**src/rtl/hash_target_cmp.sv**
```systemverilog
// Hash-versus-target comparator: loads a target, then compares streamed hash words MSW first.
// Optional HASH_CMP_CAPTURE_EN assembles each completed hash into hash_out.
module hash_target_cmp #(
   parameter int HASH_W = 256,
   parameter int WORD_W = 64,
   parameter int TGT_W  = 32,
   parameter int CNT_W  = 32
) (
   input  logic              clk,
   input  logic              rst,
   input  logic              start,
   input  logic              stop,
   input  logic [TGT_W-1:0]  tgt_data,
   input  logic              tgt_valid,
   input  logic [WORD_W-1:0] hash_data,
   input  logic              hash_valid,
   output logic              hash_ready,
   output logic              hit_valid,
   output logic              hit,
   output logic              nonce_pop,
   output logic [HASH_W-1:0] hash_out,
   output logic [CNT_W-1:0]  hashes_done,
   output logic [CNT_W-1:0]  hits_found,
   output logic              running
);

   localparam int NW        = HASH_W / WORD_W;
   localparam int TGT_BEATS = HASH_W / TGT_W;
   localparam int BW        = (NW > 1) ? $clog2(NW) : 1;
   localparam int TW        = (TGT_BEATS > 1) ? $clog2(TGT_BEATS) : 1;

   typedef enum logic [1:0] {IDLE, LOAD, RUN} state_t;

   state_t              state_q, state_d;
   logic [HASH_W-1:0]   tgt_q, tgt_d;
   logic [TW-1:0]       tgt_cnt_q, tgt_cnt_d;
   logic [BW-1:0]       beat_cnt_q, beat_cnt_d;
   logic                lt_q, lt_d, gt_q, gt_d;
   logic                hit_q, hit_d, hit_valid_q, hit_valid_d;
   logic [CNT_W-1:0]    hashes_done_q, hashes_done_d;
   logic [CNT_W-1:0]    hits_found_q, hits_found_d;

   logic [WORD_W-1:0]        slice;
   logic [HASH_W+TGT_W-1:0]  tgt_cat;
   logic                     beat_acc, last_beat;
   logic                     lt_prior, gt_prior, lt_cur, gt_cur;

`ifdef HASH_CMP_CAPTURE_EN
   logic [HASH_W-1:0]        asm_q, asm_d, hash_out_q, hash_out_d;
   logic [HASH_W+WORD_W-1:0] hash_cat;
`endif

   always_comb begin
      state_d       = state_q;
      tgt_d         = tgt_q;
      tgt_cnt_d     = tgt_cnt_q;
      beat_cnt_d    = beat_cnt_q;
      lt_d          = lt_q;
      gt_d          = gt_q;
      hit_d         = hit_q;
      hit_valid_d   = 1'b0;
      hashes_done_d = hashes_done_q;
      hits_found_d  = hits_found_q;
`ifdef HASH_CMP_CAPTURE_EN
      asm_d         = asm_q;
      hash_out_d    = hash_out_q;
      hash_cat      = {asm_q, hash_data};
`endif

      slice = '0;
      for (int unsigned i = 0; i < NW; i++) begin
         if (beat_cnt_q == BW'(i)) slice = tgt_q[HASH_W-1-i*WORD_W -: WORD_W];
      end

      tgt_cat   = {tgt_data, tgt_q};
      beat_acc  = (state_q == RUN) && hash_valid;
      last_beat = (beat_cnt_q == BW'(NW - 1));

      // The first beat of a hash ignores flags left over from the previous hash.
      lt_prior = (beat_cnt_q == '0) ? 1'b0 : lt_q;
      gt_prior = (beat_cnt_q == '0) ? 1'b0 : gt_q;
      lt_cur   = lt_prior;
      gt_cur   = gt_prior;
      if (!lt_prior && !gt_prior) begin
         lt_cur = (hash_data < slice);
         gt_cur = (hash_data > slice);
      end

      if (stop) begin
         state_d    = IDLE;
         beat_cnt_d = '0;
         tgt_cnt_d  = '0;
      end else if (start) begin
         state_d       = LOAD;
         tgt_d         = '0;
         tgt_cnt_d     = '0;
         beat_cnt_d    = '0;
         hashes_done_d = '0;
         hits_found_d  = '0;
      end else begin
         case (state_q)
            LOAD: begin
               if (tgt_valid) begin
                  tgt_d = tgt_cat[HASH_W+TGT_W-1:TGT_W];
                  if (tgt_cnt_q == TW'(TGT_BEATS - 1)) begin
                     tgt_cnt_d = '0;
                     state_d   = RUN;
                  end else begin
                     tgt_cnt_d = tgt_cnt_q + 1'b1;
                  end
               end
            end
            RUN: begin
               if (beat_acc) begin
                  lt_d = lt_cur;
                  gt_d = gt_cur;
`ifdef HASH_CMP_CAPTURE_EN
                  asm_d = hash_cat[HASH_W-1:0];
`endif
                  if (last_beat) begin
                     beat_cnt_d    = '0;
                     hit_d         = lt_cur;
                     hit_valid_d   = 1'b1;
                     hashes_done_d = hashes_done_q + 1'b1;
                     if (lt_cur && (hits_found_q != '1)) hits_found_d = hits_found_q + 1'b1;
`ifdef HASH_CMP_CAPTURE_EN
                     hash_out_d = hash_cat[HASH_W-1:0];
`endif
                  end else begin
                     beat_cnt_d = beat_cnt_q + 1'b1;
                  end
               end
            end
            default: ;
         endcase
      end
   end

   always_ff @(posedge clk or posedge rst) begin
      if (rst) begin
         state_q       <= IDLE;
         tgt_q         <= '0;
         tgt_cnt_q     <= '0;
         beat_cnt_q    <= '0;
         lt_q          <= 1'b0;
         gt_q          <= 1'b0;
         hit_q         <= 1'b0;
         hit_valid_q   <= 1'b0;
         hashes_done_q <= '0;
         hits_found_q  <= '0;
      end else begin
         state_q       <= state_d;
         tgt_q         <= tgt_d;
         tgt_cnt_q     <= tgt_cnt_d;
         beat_cnt_q    <= beat_cnt_d;
         lt_q          <= lt_d;
         gt_q          <= gt_d;
         hit_q         <= hit_d;
         hit_valid_q   <= hit_valid_d;
         hashes_done_q <= hashes_done_d;
         hits_found_q  <= hits_found_d;
      end
   end

`ifdef HASH_CMP_CAPTURE_EN
   always_ff @(posedge clk or posedge rst) begin
      if (rst) begin
         asm_q      <= '0;
         hash_out_q <= '0;
      end else begin
         asm_q      <= asm_d;
         hash_out_q <= hash_out_d;
      end
   end
   assign hash_out = hash_out_q;
`else
   assign hash_out = '0;
`endif

   assign hash_ready  = (state_q == RUN);
   assign running     = (state_q == RUN);
   assign hit_valid   = hit_valid_q;
   assign nonce_pop   = hit_valid_q;
   assign hit         = hit_q;
   assign hashes_done = hashes_done_q;
   assign hits_found  = hits_found_q;

endmodule

```
**config.mk**
```make
export PLATFORM = sky130hd
export DESIGN_NAME = hash_target_cmp
export DESIGN_NICKNAME = d
export VERILOG_FILES = /design/src/rtl/hash_target_cmp.sv
export SDC_FILE = /design/constraint.sdc
export NUM_CORES = 1
export LEC_CHECK = 0
export CAP_MARGIN = 10
export CORE_AREA = 5 5 265 164
export DETAILED_ROUTE_END_ITERATION = 8
export DIE_AREA = 0 0 270 169
export PLACE_DENSITY = 0.77
export RECOVER_POWER = 25
export SLEW_MARGIN = 20
export SYNTH_ARGS = -nofsm -noshare
export SYNTH_HDL_FRONTEND = slang
export SYNTH_SLANG_ARGS = --single-unit
export TNS_END_PERCENT = 20
```
**constraint.sdc**
```tcl
create_clock -name clk -period 11.7 [get_ports clk]
set_input_delay 2.34 -clock clk [delete_from_list [all_inputs] [get_ports clk]]
set_output_delay 2.34 -clock clk [all_outputs]
set_load 0.03 [all_outputs]
```
### Yosys cells after proc, flatten, opt, wreduce, memory -nomap -nowiden

Index checks and enable logic that the tools add are counted.

| word-level totals | value |
|---|---|
| bits in registers | 331 |
| input port bits | 102 |
| logic and storage cells | 90 |

| operators by class | value |
|---|---|
| $add $sub $neg | 4 |
| magnitude comparators | 2 |
| eq/ne operators | 7 |
| mux-type cells | 40 |
| bitwise gates (word level) | 2 |
| reductions and logical operators | 25 |

Operators with widths:

| kind | number |
|---|---|
| $mux W256 | 3 |
| $mux W32 | 9 |
| $mux W64 | 4 |
| $add A32 B1 Y32 const B | 2 |
| $gt A64 B64 Y1 | 1 |
| $lt A64 B64 Y1 | 1 |
| $ne A32 B32 Y1 const B | 1 |
| $mux W2 | 10 |
| $mux W3 | 5 |
| $reduce_bool A3 Y1 | 5 |
| $reduce_bool A2 Y1 | 6 |
| $reduce_and A5 Y1 | 2 |
| $mux W1 | 9 |
| $reduce_and A4 Y1 | 2 |
| $eq A2 B2 Y1 const B | 3 |
| $reduce_and A3 Y1 | 2 |
| $eq A2 B1 Y1 const B | 2 |
| $reduce_and A2 Y1 | 2 |
| $add A3 B1 Y3 const B | 1 |
| $eq A3 B3 Y1 const B | 1 |
| $logic_and A1 B1 Y1 | 3 |
| $add A2 B1 Y2 const B | 1 |
| $logic_not A1 Y1 | 2 |
| $logic_not A2 Y1 | 1 |
| $not A1 Y1 | 2 |

### Depth between registers and ports, before layout

Gate-level depths: netlist of run 1.

| depth | value |
|---|---|
| depth in word-level cells | 13 |
| depth in mapped cells | 23 |
| mapped depth without buffers | 18 |

### Worst setup path before layout of run 1

Ideal clock, no wire load.

| timing | value |
|---|---|
| kind | in2reg |
| start | input port hash_data[61] |
| end | register hits_found_q[13], in the netlist hits_found[13] |
| library setup time | 79 ps |
| arrival time | 4789 ps |
| data required time | 11621 ps |
| setup slack | 6831 ps |
| stages on the path | 11 |
| buffers on the path | 2 |
| cell sequence | ha_1 -> a21o_1 -> a21o_1 -> a221oi_2 -> o41ai_1 -> or4_4 -> o21a_1 -> buf_6 -> buf_6 -> nor4_1 -> mux2i_1 |

| between the ends | value |
|---|---|
| longest elaborated chain between the ends | 5 |

RTL lines:

| item | line | source |
|---|---|---|
| from (decl) | 15 | `input logic [WORD_W-1:0] hash_data,` |
| $lt A64 B64 Y1 | 85 | `lt_cur = (hash_data < slice);` |
| $mux W1 | 84 | `if (!lt_prior && !gt_prior) begin` |
| $logic_and A1 B1 Y1 | 125 | `if (lt_cur && (hits_found_q != '1)) hits_found_d = hits_found_q + 1'b1;` |
| $reduce_bool A2 Y1 (no line) | n/a |  |
| $reduce_and A5 Y1 (no line) | n/a |  |
| to (signal assigned) | 161 | `hits_found_q <= hits_found_d;` |
| to (decl) | 41 | `logic [CNT_W-1:0] hits_found_q, hits_found_d;` |

Every way passes these cells.
A chain may end at the register's enable or synchronous reset.

==> metrics.yaml, run 1 <==
detailed_routing:
  drt-initial-drc-count: 1801
  first_pass_iters: 5
  avgRoutedWirePerCell_um: 19.0
  ant_nets: 0
  drc: 0
  vias: 14542
  via_per_inst: 5.54
  wl_um: 49900
timing:
  setup_viol: 0
  fin_tns_setup_ns: 0
  period_minus_slack_ns: 6.60
  clock.fmax_ghz: 0.151
  finalWorstSetupSlack_ns: 5.10
  finalHoldViolCount: 0
  fin_skew_ns: 0.0278
  rsz0062_at_grt: "no"
  slew_violations: 125
  min_period_over_period_pct: 56.4
  max-slew-margin-rel_pct: -282
  worst_slew_pin_slew_ns: 5.73
yosys:
  yosys_warnings: 0
  synthArstFlopShare_pct: 100
  synth_top_area_share_pct: 44.9
  ys_types: 53
  synth_area_leader_cell: "dfrtp_1"
  syn_area_per_cell_um2: 9.39
  syn-cell-area_mm2: 0.0185
  synth_commonest_cells: "dfrtp_1 (331), buf_4 (259), a22o_1 (258), a21oi_1 (244), nor2_1 (214)"
  synth-edff-count: 0
  synth-seq-area-share_pct: 44.9
  synth_cells: 1967
  yosys_most_used_dff: "dfrtp_1"
  synth_seq_cells: 331
  synth.area.top_cells: "dfrtp_1 (45%), a22o_1 (12%), buf_4 (11%)"
  synth.most_common_cell: "dfrtp_1"
worst_setup_path:
  cp.arrival_ns: 7.15
  worstPathMaxFanout: 124
  start_kind: "input port"
  cp-end-kind: "asynchronous set/reset pin"
  cp.required_ns: 12.25
  path_class: "input port to asynchronous set/reset pin"
power:
  power_per_cell_area_mw_per_mm2: 127
  power.total_mw: 2.62
  p_leak_nw: 9.71
  vdd_drop_max_mv: 0.0835
global_routing:
  grt_util_met3_pct: 5.51
  gr-usage-met1_pct: 32.5
  grt_use_total_pct: 20.4
  grt-ovfl-total: 0
  grt_max_degree: 257
  grt_pass1_wl_um: 76200
  met2_usage_pct: 27.1
  first_global_vias: 13055
  grt_busiest_layer: "met1"
  antenna_found_initial: 3
placed_design:
  dp_slack_ns: 5.34
  io_buffers: 170
  dpl.cell_count: 2557
  dpl.hpwl_um: 34100
  gp_congestion: 0.857
clocking:
  cts_hold_buf: 0
  numClockSinks: 331
  cts_tree: "yes"
  numCtsBuffers: 35
  htreeDepth: 2
  cts.clk_slew.worst_paths_ns: 0.06
  cts_setup_buffers: 0
  clk_latency_ns: 0.55
  post_cts.resized_instances: 0
  cts_buffer_depth: 3
  root_buffer: "clkbuf_16"
worst_hold_path:
  hold_class: "register to register"
die:
  die_h_um: 169
  start_util_pct: 45.0
  ioPinCount: 427
  core_area_mm2: 0.0410
  fp.dieW_um: 270
  core.rowCount: 58
  die-area_mm2: 0.0456
final_layout:
  nFillCells: 3615
  final_nets: 2229
  fin_cells: 2624
  area_delta_synth_final_pct: 12.2
  drive_gt1_share_pct: 3.85
run_status:
  status: "complete, but fails checks"
  failed_checks: "max-capacitance violations, max-slew violations"
run:
  maxCapViolCount: 1
-- per-stage QoR --
step	hold WS [ns]	utilization, %	area (um^2)
3_3_place_gp	0.486	47.6	19500
5_1_grt	0.523	50.5	20700
2_1_floorplan	0.470	-	19400
6_report	0.504	50.5	20700
4_1_cts	0.508	50.4	20700
3_5_place_dp	0.491	47.6	19500
-- final timing paths --
| path | from | end | slack, ns | depth (start not counted) |
|---|---|---|---|---|
| max in group clk | start | tgt_q[5]$_DFFE_PP0P_ | 5.73 | 6 |
| worst max register to register | beat_cnt_q[1]$_DFFE_PP0P_ | hits_found[14]$_DFFE_PP0P_ | 5.89 | 19 |
| min in group asynchronous | rst | hashes_done[1]$_DFFE_PP0P_ | 3.97 | 2 |
| worst min-delay path | tgt_q[34]$_DFFE_PP0P_ | tgt_q[2]$_DFFE_PP0P_ | 0.50 | 1 |
| worst min register to register | tgt_q[34]$_DFFE_PP0P_ | tgt_q[2]$_DFFE_PP0P_ | 0.50 | 1 |
| worst max-delay path | rst | tgt_q[101]$_DFFE_PP0P_ | 5.10 | 3 |
-- report_power, final --
group          switching [mW]  internal, mW  leakage [nW]
combinational           0.237        0.0767          4.54
sequential             0.0162          1.16          4.61
clock                   0.477         0.661         0.568
total                   0.730          1.89          9.71
-- kinds of logic (layout without fill, tap and decap cells) --
family / after synthesis / in the layout / share of synthesized area (%)
AOI/OAI and AO/OA: 622 / 622 / 23.2
and+or+nand+nor: 529 / 529 / 12.9
buffers and inverters: 399 / 256 / 13.6
DFF: 331 / 331 / 44.9
adders and majority gates: 72 / 72 / 4.88
xor gates and xnor gates: 10 / 10 / 0.474
muxes: 3 / 3 / 0.163
other: 1 / 261 / 0.0203
-- worst max-delay path, cell delays in order --
cell	delay (ns)
dlygate4sd3_1	0.55
clkinvlp_2	3.09
buf_4	1.06
-- layout by cell type, fill, tap and decap left out, drive strengths merged, types with 6 or more instances in the layout --
cell / n
a21o: 6
a21oi: 244
a22o: 258
and2: 6
and3: 19
and4: 7
buf: 13
clkbuf: 54
clkdlybuf4s50: 160
conb: 256
dfrtp: 331
dlygate4sd3: 10
ha: 72
inv: 11
nand2: 160
nand2b: 7
nand3: 38
nand4: 23
nor2: 214
nor3: 10
nor4: 9
o211ai: 10
o21ai: 57
o31ai: 20
or3: 6
or4: 21
xor2: 7
-- flip-flops by register name, indices dropped and copies added (netlist names) --
name	cells
lt_q	1
hit	1
tgt_q	256
hashes_done	32
hits_found	32
tgt_cnt_q	3
hit_valid	1
gt_q	1
state_q	2
beat_cnt_q	2
-- layer usage --
metal  routed length [um]  vias to the layer above
met1                23500                     7209
li1                     -                     6727
met5                    0                        -
met2                21300                      550
met3                 4350                       56
met4                  786                        0
-- final cells by class --
| class | count | area [um^2] | area share [%] |
|---|---|---|---|
| diodes | 5 | 12.5 | 0.0604 |
| clock buffers | 54 | 1040 | 5.01 |
| clock inverters | 7 | 126 | 0.610 |
| inverters | 12 | 46.3 | 0.224 |
| multi-input cells | 1492 | 8690 | 42.0 |
| flip-flops and latches | 331 | 8280 | 40.0 |
| well taps | 540 | 676 | 3.26 |
| repair buffers | 183 | 1840 | 8.86 |
Note: power is estimated with default switching activity, not from simulation.
==> run 2, diff against run 1 <==
clock period = 5.52 ns   (was 11.7 ns; I/O delays follow)
==> run 2 against run 1 <==
Net effect:
- the flow still finishes with violations (max-capacitance violations, max-slew violations)
- core utilization increased by 0.46 points
- critical path depth increased by 15
- non-clock buffer count increased by 20
- register-to-register slack got worse by 5.3 ns
- clock skew decreased by 0.0014 ns
- worst hold slack got worse by 0.013 ns
- flip-flop and latch count unchanged
- final area increased by 0.92%
- setup slack got worse by 4.5 ns
- sequential power increased by 110%
- global-route usage increased by 0.40 points
- critical endpoint is now hits_found[31]$_DFFE_PP0P_
==> metrics.yaml, run 2 (synthesis results as in run 1) <==
detailed_routing:
  avgRoutedWirePerCell_um: 19.2  # was 19.0 um
  first_pass_iters: 6  # was 5
  drt-initial-drc-count: 1547  # was 1801
  via_per_inst: 5.57  # was 5.54
  wl_um: 50800  # was 49900 um
  ant_nets: 0  # unchanged
  vias: 14698  # was 14542
  drc: 0  # unchanged
final_layout:
  area_delta_synth_final_pct: 13.2  # was 12.2%
  nFillCells: 3614  # was 3615
  final_util_pct: 51.0  # was 50.5%
  final_nets: 2249  # was 2229
  fin_cells: 2639  # was 2624
  final_cell_mix: "dfrtp_1 (331), a22o_1 (258), conb_1 (256), a21oi_1 (244), nor2_1 (212)"  # unchanged
  largest_reg_flops: 256  # unchanged
  largest-register: "tgt_q"  # unchanged
  final_common_cell: "dfrtp_1"  # unchanged
  drive_gt1_share_pct: 4.91  # was 3.85%
global_routing:
  grt_max_degree: 145  # was 257
  grt-ovfl-total: 0  # unchanged
  grt_use_total_pct: 20.8  # was 20.4%
  grt_util_met3_pct: 7.11  # was 5.51%
  antenna_found_initial: 3  # unchanged
  first_global_vias: 13214  # was 13055
  met2_usage_pct: 28.1  # was 27.1%
  gr-usage-met1_pct: 32.2  # was 32.5%
  grt_busiest_layer: "met1"  # unchanged
  grt_pass1_wl_um: 77500  # was 76200 um
placed_design:
  dpl.cell_count: 2576  # was 2557
  dpl.hpwl_um: 35900  # was 34100 um
  io_buffers: 170  # unchanged
  gp_congestion: 0.900  # was 0.857
run_status:
  failed_checks: "max-capacitance violations, max-slew violations"  # unchanged
  status: "complete, but fails checks"  # unchanged
die:
  core_area_mm2: 0.0410  # unchanged
  ioPinCount: 427  # unchanged
  core.rowCount: 58  # unchanged
  fp.dieW_um: 270  # unchanged
  die_h_um: 169  # unchanged
  die-area_mm2: 0.0456  # unchanged
  start_util_pct: 45.0  # unchanged
timing:
  worst_slew_pin_slew_ns: 2.88  # was 5.73 ns
  setup_viol: 0  # unchanged
  period_minus_slack_ns: 4.94
  finalHoldViolCount: 0  # unchanged
  min_period_over_period_pct: 89.4
  clock.fmax_ghz: 0.203
  slew_violations: 171  # was 125
  max-slew-margin-rel_pct: -92.1  # was -282%
  fin_skew_ns: 0.0264  # was 0.0278 ns
  rsz0062_at_grt: "no"  # unchanged
  fin_tns_setup_ns: 0  # unchanged
worst_setup_path:
  path_class: "register to register"  # was input port to asynchronous set/reset pin
  cp.required_ns: 5.94  # was 12.25 ns
  cp-end-kind: "register"  # was asynchronous set/reset pin
  cp_num_cells: 18  # was 3
  reg2regPathDepth: 18  # was 19
  cpMostUsedCell: "a21oi_1"
  start_kind: "register"  # was input port
  crit_chain: "inv_1, ha_4, buf_12, nor2_1, a21oi_1, nor2_1, a21oi_1, nor2_1, a21oi_1, ha_1, nand4_1, nand2b_1, a21oi_1, or4_4, o21a_1, buf_12, or4_1, a21oi_1"  # was dlygate4sd3_1, clkinvlp_2, buf_4
  path_buf_inv: 3  # unchanged
  worstPathMaxFanout: 60  # was 124
  cp.arrival_ns: 5.36  # was 7.15 ns
  crit_slowest_cell: "ha_4"  # was clkinvlp_2
  critPathMaxStageDelay_ns: 0.60  # was 3.09 ns
  path_delay_family: "simple AND/OR/NAND/NOR gates"  # was buffers and inverters
worst_hold_path:
  min_path_cells: 2  # was 1
  hold_class: "register to register"  # unchanged
run:
  maxCapViolCount: 2  # was 1
power:
  vdd_drop_max_mv: 0.170  # was 0.0835 mV
  p_leak_nw: 9.83  # was 9.71 nW
  power_per_cell_area_mw_per_mm2: 264  # was 127 mW/mm^2
clocking:
  root_buffer: "clkbuf_16"  # unchanged
  htreeDepth: 2  # unchanged
  cts.clk_slew.worst_paths_ns: 0.06  # about the same
  cts_setup_buffers: 0  # unchanged
  numCtsBuffers: 35  # unchanged
  cts_tree: "yes"  # unchanged
  numClockSinks: 331  # unchanged
  cts_buffer_depth: 3  # unchanged
  clk_latency_ns: 0.53  # was 0.55 ns
  post_cts.resized_instances: 0  # unchanged
  cts_hold_buf: 0  # unchanged
==> run 2: changes by cell type in the layout (fill, tap and decap cells not counted), moves of 2 or more <==
cell,delta
clkinv_8,-2
clkbuf_1,-4
dlygate4sd3_1,-8
clkinv_2,+9
buf_4,+10
clkdlybuf4s50_1,+8
diode_2,-4
clkbuf_8,-3
buf_12,+9
==> run 2: routing by layer <==
layer	part of all wire [%]	up-vias
met5	0.053	-
met4	1.5	4
met3	9.8	61
met2	43	548
met1	46	7293
li1	-	6792
==> run 2: area by class of cell <==
| cell class | instances | area (um^2) | area share, % |
|---|---|---|---|
| clock inverters | 14 | 149 | 0.712 |
| repair buffers | 203 | 2070 | 9.92 |
| well taps | 540 | 676 | 3.23 |
| inverters | 12 | 46.3 | 0.222 |
| clock buffers | 46 | 977 | 4.68 |
| flip-flops and latches | 331 | 8280 | 39.6 |
| multi-input cells | 1492 | 8690 | 41.6 |
| diodes | 1 | 2.50 | 0.0120 |
==> run 2: path summary, 6_finish.rpt <==
kind / start / to / slack (ns)
min in group asynchronous: rst / tgt_q[234]$_DFFE_PP0P_ / 1.28
min reg2reg: hit$_DFFE_PP0P_ / hit$_DFFE_PP0P_ / 0.49
max in group asynchronous: rst / hits_found[4]$_DFFE_PP0P_ / 0.99
max: beat_cnt_q[1]$_DFFE_PP0P_ / hits_found[31]$_DFFE_PP0P_ / 0.58
max reg2reg: beat_cnt_q[1]$_DFFE_PP0P_ / hits_found[31]$_DFFE_PP0P_ / 0.58
min: hit$_DFFE_PP0P_ / hit$_DFFE_PP0P_ / 0.49
==> run 2: worst reg2reg max path: cells and delay by family (launching register included) <==
kind	cells	cell delay [ns]
and+or+nand+nor	7	1.61
DFF	1	0.46
buffers and inverters	3	0.65
adders and majority gates	2	0.95
AOI/OAI and AO/OA	6	1.18
==> run 2: per-stage QoR <==
stage | power (mW) | area, um^2 | hold slack [ns] | setup WS [ns]
global placement | 3.18 | 19800 | 0.468 | 0.787
CTS | 5.57 | 20900 | 0.490 | 0.647
finish | 5.52 | 20900 | 0.491 | 0.585
floorplan | 3.14 | 19400 | 0.470 | -0.00465
global route | 5.73 | 20900 | 0.528 | 0.196
detailed placement | 3.20 | 19800 | 0.479 | 0.645
==> run 2: power breakdown <==
group	total (mW)	leakage, nW	internal [mW]	switching (mW)
combinational	0.678	4.65	0.171	0.508
sequential	2.48	4.61	2.45	0.0353
clock	2.36	0.566	1.39	0.973
total	5.52	9.83	4.00	1.52
==> run 3, diff against run 2 <==
CORE_AREA = 5 5 207 209   (was 5 5 265 164)
DIE_AREA = 0 0 212 214   (was 0 0 270 169)
PLACE_DENSITY = 0.78   (was 0.77)
==> run 3 against run 2 <==
Net effect:
- the run still ends with max-capacitance violations, max-slew violations left
- largest power group unchanged
- die area fell by 0.57%
- count of clock-buffer cells in the layout rose by 7
- register-to-register slack got worse by 0.23 ns
- wire length fell by 7.3%
- final area barely moved
- global-route usage fell by 0.98 points
- flip-flop and latch count did not move
- worst hold slack got worse by 0.0028 ns
- fmax fell by 4.5%
- cell count fell by 0.30%
- critical path type unchanged
- non-clock buffer count fell by 1
==> metrics.yaml, run 3 (synthesis results as in run 1) <==
run_status:
  status: "complete, but fails checks"  # unchanged
  failed_checks: "max-capacitance violations, max-slew violations"  # unchanged
placed_design:
  dpl.hpwl_um: 32900  # was 35900 um
  io_buffers: 170  # unchanged
  dpl_cell_area_mm2: 0.0197  # was 0.0198 mm^2
  dp_slack_ns: 0.254  # was 0.645 ns
  dpl.cell_count: 2569  # was 2576
  gp_congestion: 0.872  # was 0.900
die:
  core.rowCount: 74  # was 58
  die-area_mm2: 0.0454  # was 0.0456 mm^2
  ioPinCount: 427  # unchanged
  start_util_pct: 45.4  # was 45.0%
  core_area_mm2: 0.0406  # was 0.0410 mm^2
  die_h_um: 214  # was 169 um
  fp.dieW_um: 212  # was 270 um
worst_setup_path:
  worstPathMaxFanout: 56  # was 60
  reg2regPathDepth: 21  # was 18
  cp.required_ns: 5.93  # was 5.94 ns
  path_class: "register to register"  # unchanged
  cp-end-kind: "register"  # unchanged
  start_kind: "register"  # unchanged
  cp.arrival_ns: 5.58  # was 5.36 ns
final_layout:
  nFillCells: 3628  # was 3614
  area_delta_synth_final_pct: 13.2  # about the same
  final-seq-area_mm2: 0.00828  # unchanged
  stdcell_area_mm2: 0.0209  # about the same
  final_common_cell: "dfrtp_1"  # unchanged
  largest-register: "tgt_q"  # unchanged
  final_cell_mix: "dfrtp_1 (331), a22o_1 (258), conb_1 (256), a21oi_1 (244), nor2_1 (212)"  # unchanged
  antenna_cells: 0  # was 1
  multi_input_area_mm2: 0.00870  # was 0.00869 mm^2
  final_nets: 2250  # was 2249
  fin_cells: 2631  # was 2639
  largest_reg_flops: 256  # unchanged
  drive_gt1_share_pct: 4.81  # was 4.91%
timing:
  period_minus_slack_ns: 5.17  # was 4.94 ns
  clock.fmax_ghz: 0.193  # was 0.203 GHz
  worst_slew_pin_slew_ns: 2.12  # was 2.88 ns
  fin_skew_ns: 0.0181  # was 0.0264 ns
  finalHoldViolCount: 0  # unchanged
  fin_tns_setup_ns: 0  # unchanged
  min_period_over_period_pct: 93.6  # was 89.4%
  slew_violations: 201  # was 171
  max-slew-margin-rel_pct: -41.6  # was -92.1%
  rsz0062_at_grt: "no"  # unchanged
  holdWs_ns: 0.488  # was 0.491 ns
  setup_viol: 0  # unchanged
  finalWorstSetupSlack_ns: 0.352  # was 0.585 ns
detailed_routing:
  first_pass_iters: 6  # unchanged
  avgRoutedWirePerCell_um: 17.9  # was 19.2 um
  vias: 14473  # was 14698
  ant_nets: 0  # unchanged
  via_per_inst: 5.50  # was 5.57
  drt-initial-drc-count: 1427  # was 1547
  drc: 0  # unchanged
  wl_um: 47100  # was 50800 um
global_routing:
  grt-ovfl-total: 0  # unchanged
  grt_pass1_wl_um: 75600  # was 77500 um
  grt_max_degree: 98  # was 145
  antenna_found_initial: 0  # was 3
  grt_use_total_pct: 19.8  # was 20.8%
  first_global_vias: 13773  # was 13214
clocking:
  numClockSinks: 331  # unchanged
  clk_latency_ns: 0.54  # was 0.53 ns
  cts_tree: "yes"  # unchanged
  cts_setup_buffers: 0  # unchanged
  post_cts.resized_instances: 0  # unchanged
  numCtsBuffers: 37  # was 35
  root_buffer: "clkbuf_16"  # unchanged
  cts_buffer_depth: 3  # unchanged
  cts.clk_slew.worst_paths_ns: 0.06  # about the same
  htreeDepth: 2  # unchanged
  cts_hold_buf: 0  # unchanged
power:
  power_frac_seq_pct: 44.3  # was 45.0%
  p_int_mw: 4.06  # was 4.00 mW
  power_per_cell_area_mw_per_mm2: 267  # was 264 mW/mm^2
  p_leak_nw: 9.81  # was 9.83 nW
  p_clk_share_pct: 43.8  # was 42.7%
  vdd_drop_max_mv: 0.181  # was 0.170 mV
  p_switching_mw: 1.52  # about the same
  swShare_pct: 27.2  # was 27.5%
  comb_power_share_pct: 11.9  # was 12.3%
run:
  maxCapViolCount: 3  # was 2
worst_hold_path:
  min_path_cells: 2  # unchanged
  hold_class: "register to register"  # unchanged
-- run 3: path summary, 6_finish.rpt --
kind	from	end	slack, ns
min in group asynchronous	rst	hashes_done[25]$_DFFE_PP0P_	1.43
hold reg to reg	hit$_DFFE_PP0P_	hit$_DFFE_PP0P_	0.49
max in group asynchronous	rst	tgt_q[245]$_DFFE_PP0P_	1.37
hold / removal	hit$_DFFE_PP0P_	hit$_DFFE_PP0P_	0.49
setup reg to reg	beat_cnt_q[0]$_DFFE_PP0P_	hits_found[14]$_DFFE_PP0P_	0.35
setup / recovery	beat_cnt_q[0]$_DFFE_PP0P_	hits_found[14]$_DFFE_PP0P_	0.35
-- run 3: cell type report --
class | count | area share [%]
tap | 532 | 3.18
clock inverter | 9 | 0.610
sequential | 331 | 39.6
multi-input combinational | 1492 | 41.6
clock buffer | 53 | 5.10
inverter | 12 | 0.221
timing repair buffer | 202 | 9.66
-- run 3: per-layer routing --
metal	global-route usage (%)	wire length (um)	up-vias	part of all wire [%]
li1	-	-	6772	-
met1	28.4	20700	7047	44
met2	31.2	22000	579	47
met3	3.28	3280	75	7.0
met4	5.54	1140	0	2.4
met5	0	0	-	0
-- run 3: worst max-delay path, cell delays in order (launching register included) --
cell and delay (ns):
dfrtp_1 0.48, inv_1 0.18, ha_2 0.48, buf_4 0.34, buf_4 0.18, nand2_1 0.05, nor2_1 0.10, a21oi_1 0.07
nor2_1 0.11, a21oi_1 0.06, nor2_1 0.09, a21oi_1 0.06, ha_1 0.33, nand4_1 0.14, nor4_1 0.72, nand4_1 0.32
a31oi_1 0.23, or4_4 0.16, o21a_1 0.12, buf_4 0.41, nor3_1 0.12, a211o_1 0.26
-- run 3: stage by stage --
step	utilization, %	power, mW
final	51.4	5.58
after global routing	51.4	5.80
after CTS	51.5	5.63
after detailed placement	48.6	3.18
after global placement	48.6	3.17
after floorplan	-	3.14
-- run 3: power by group through the flow --
| stage | sequential (mW) | clock, mW | combinational [mW] |
|---|---|---|---|
| global route | 2.48 | 2.60 | 0.724 |
| global placement | 2.52 | 0 | 0.651 |
| detailed placement | 2.52 | 0 | 0.662 |
| finish | 2.47 | 2.44 | 0.665 |
| CTS | 2.47 | 2.49 | 0.664 |
| floorplan | 2.52 | 0 | 0.613 |
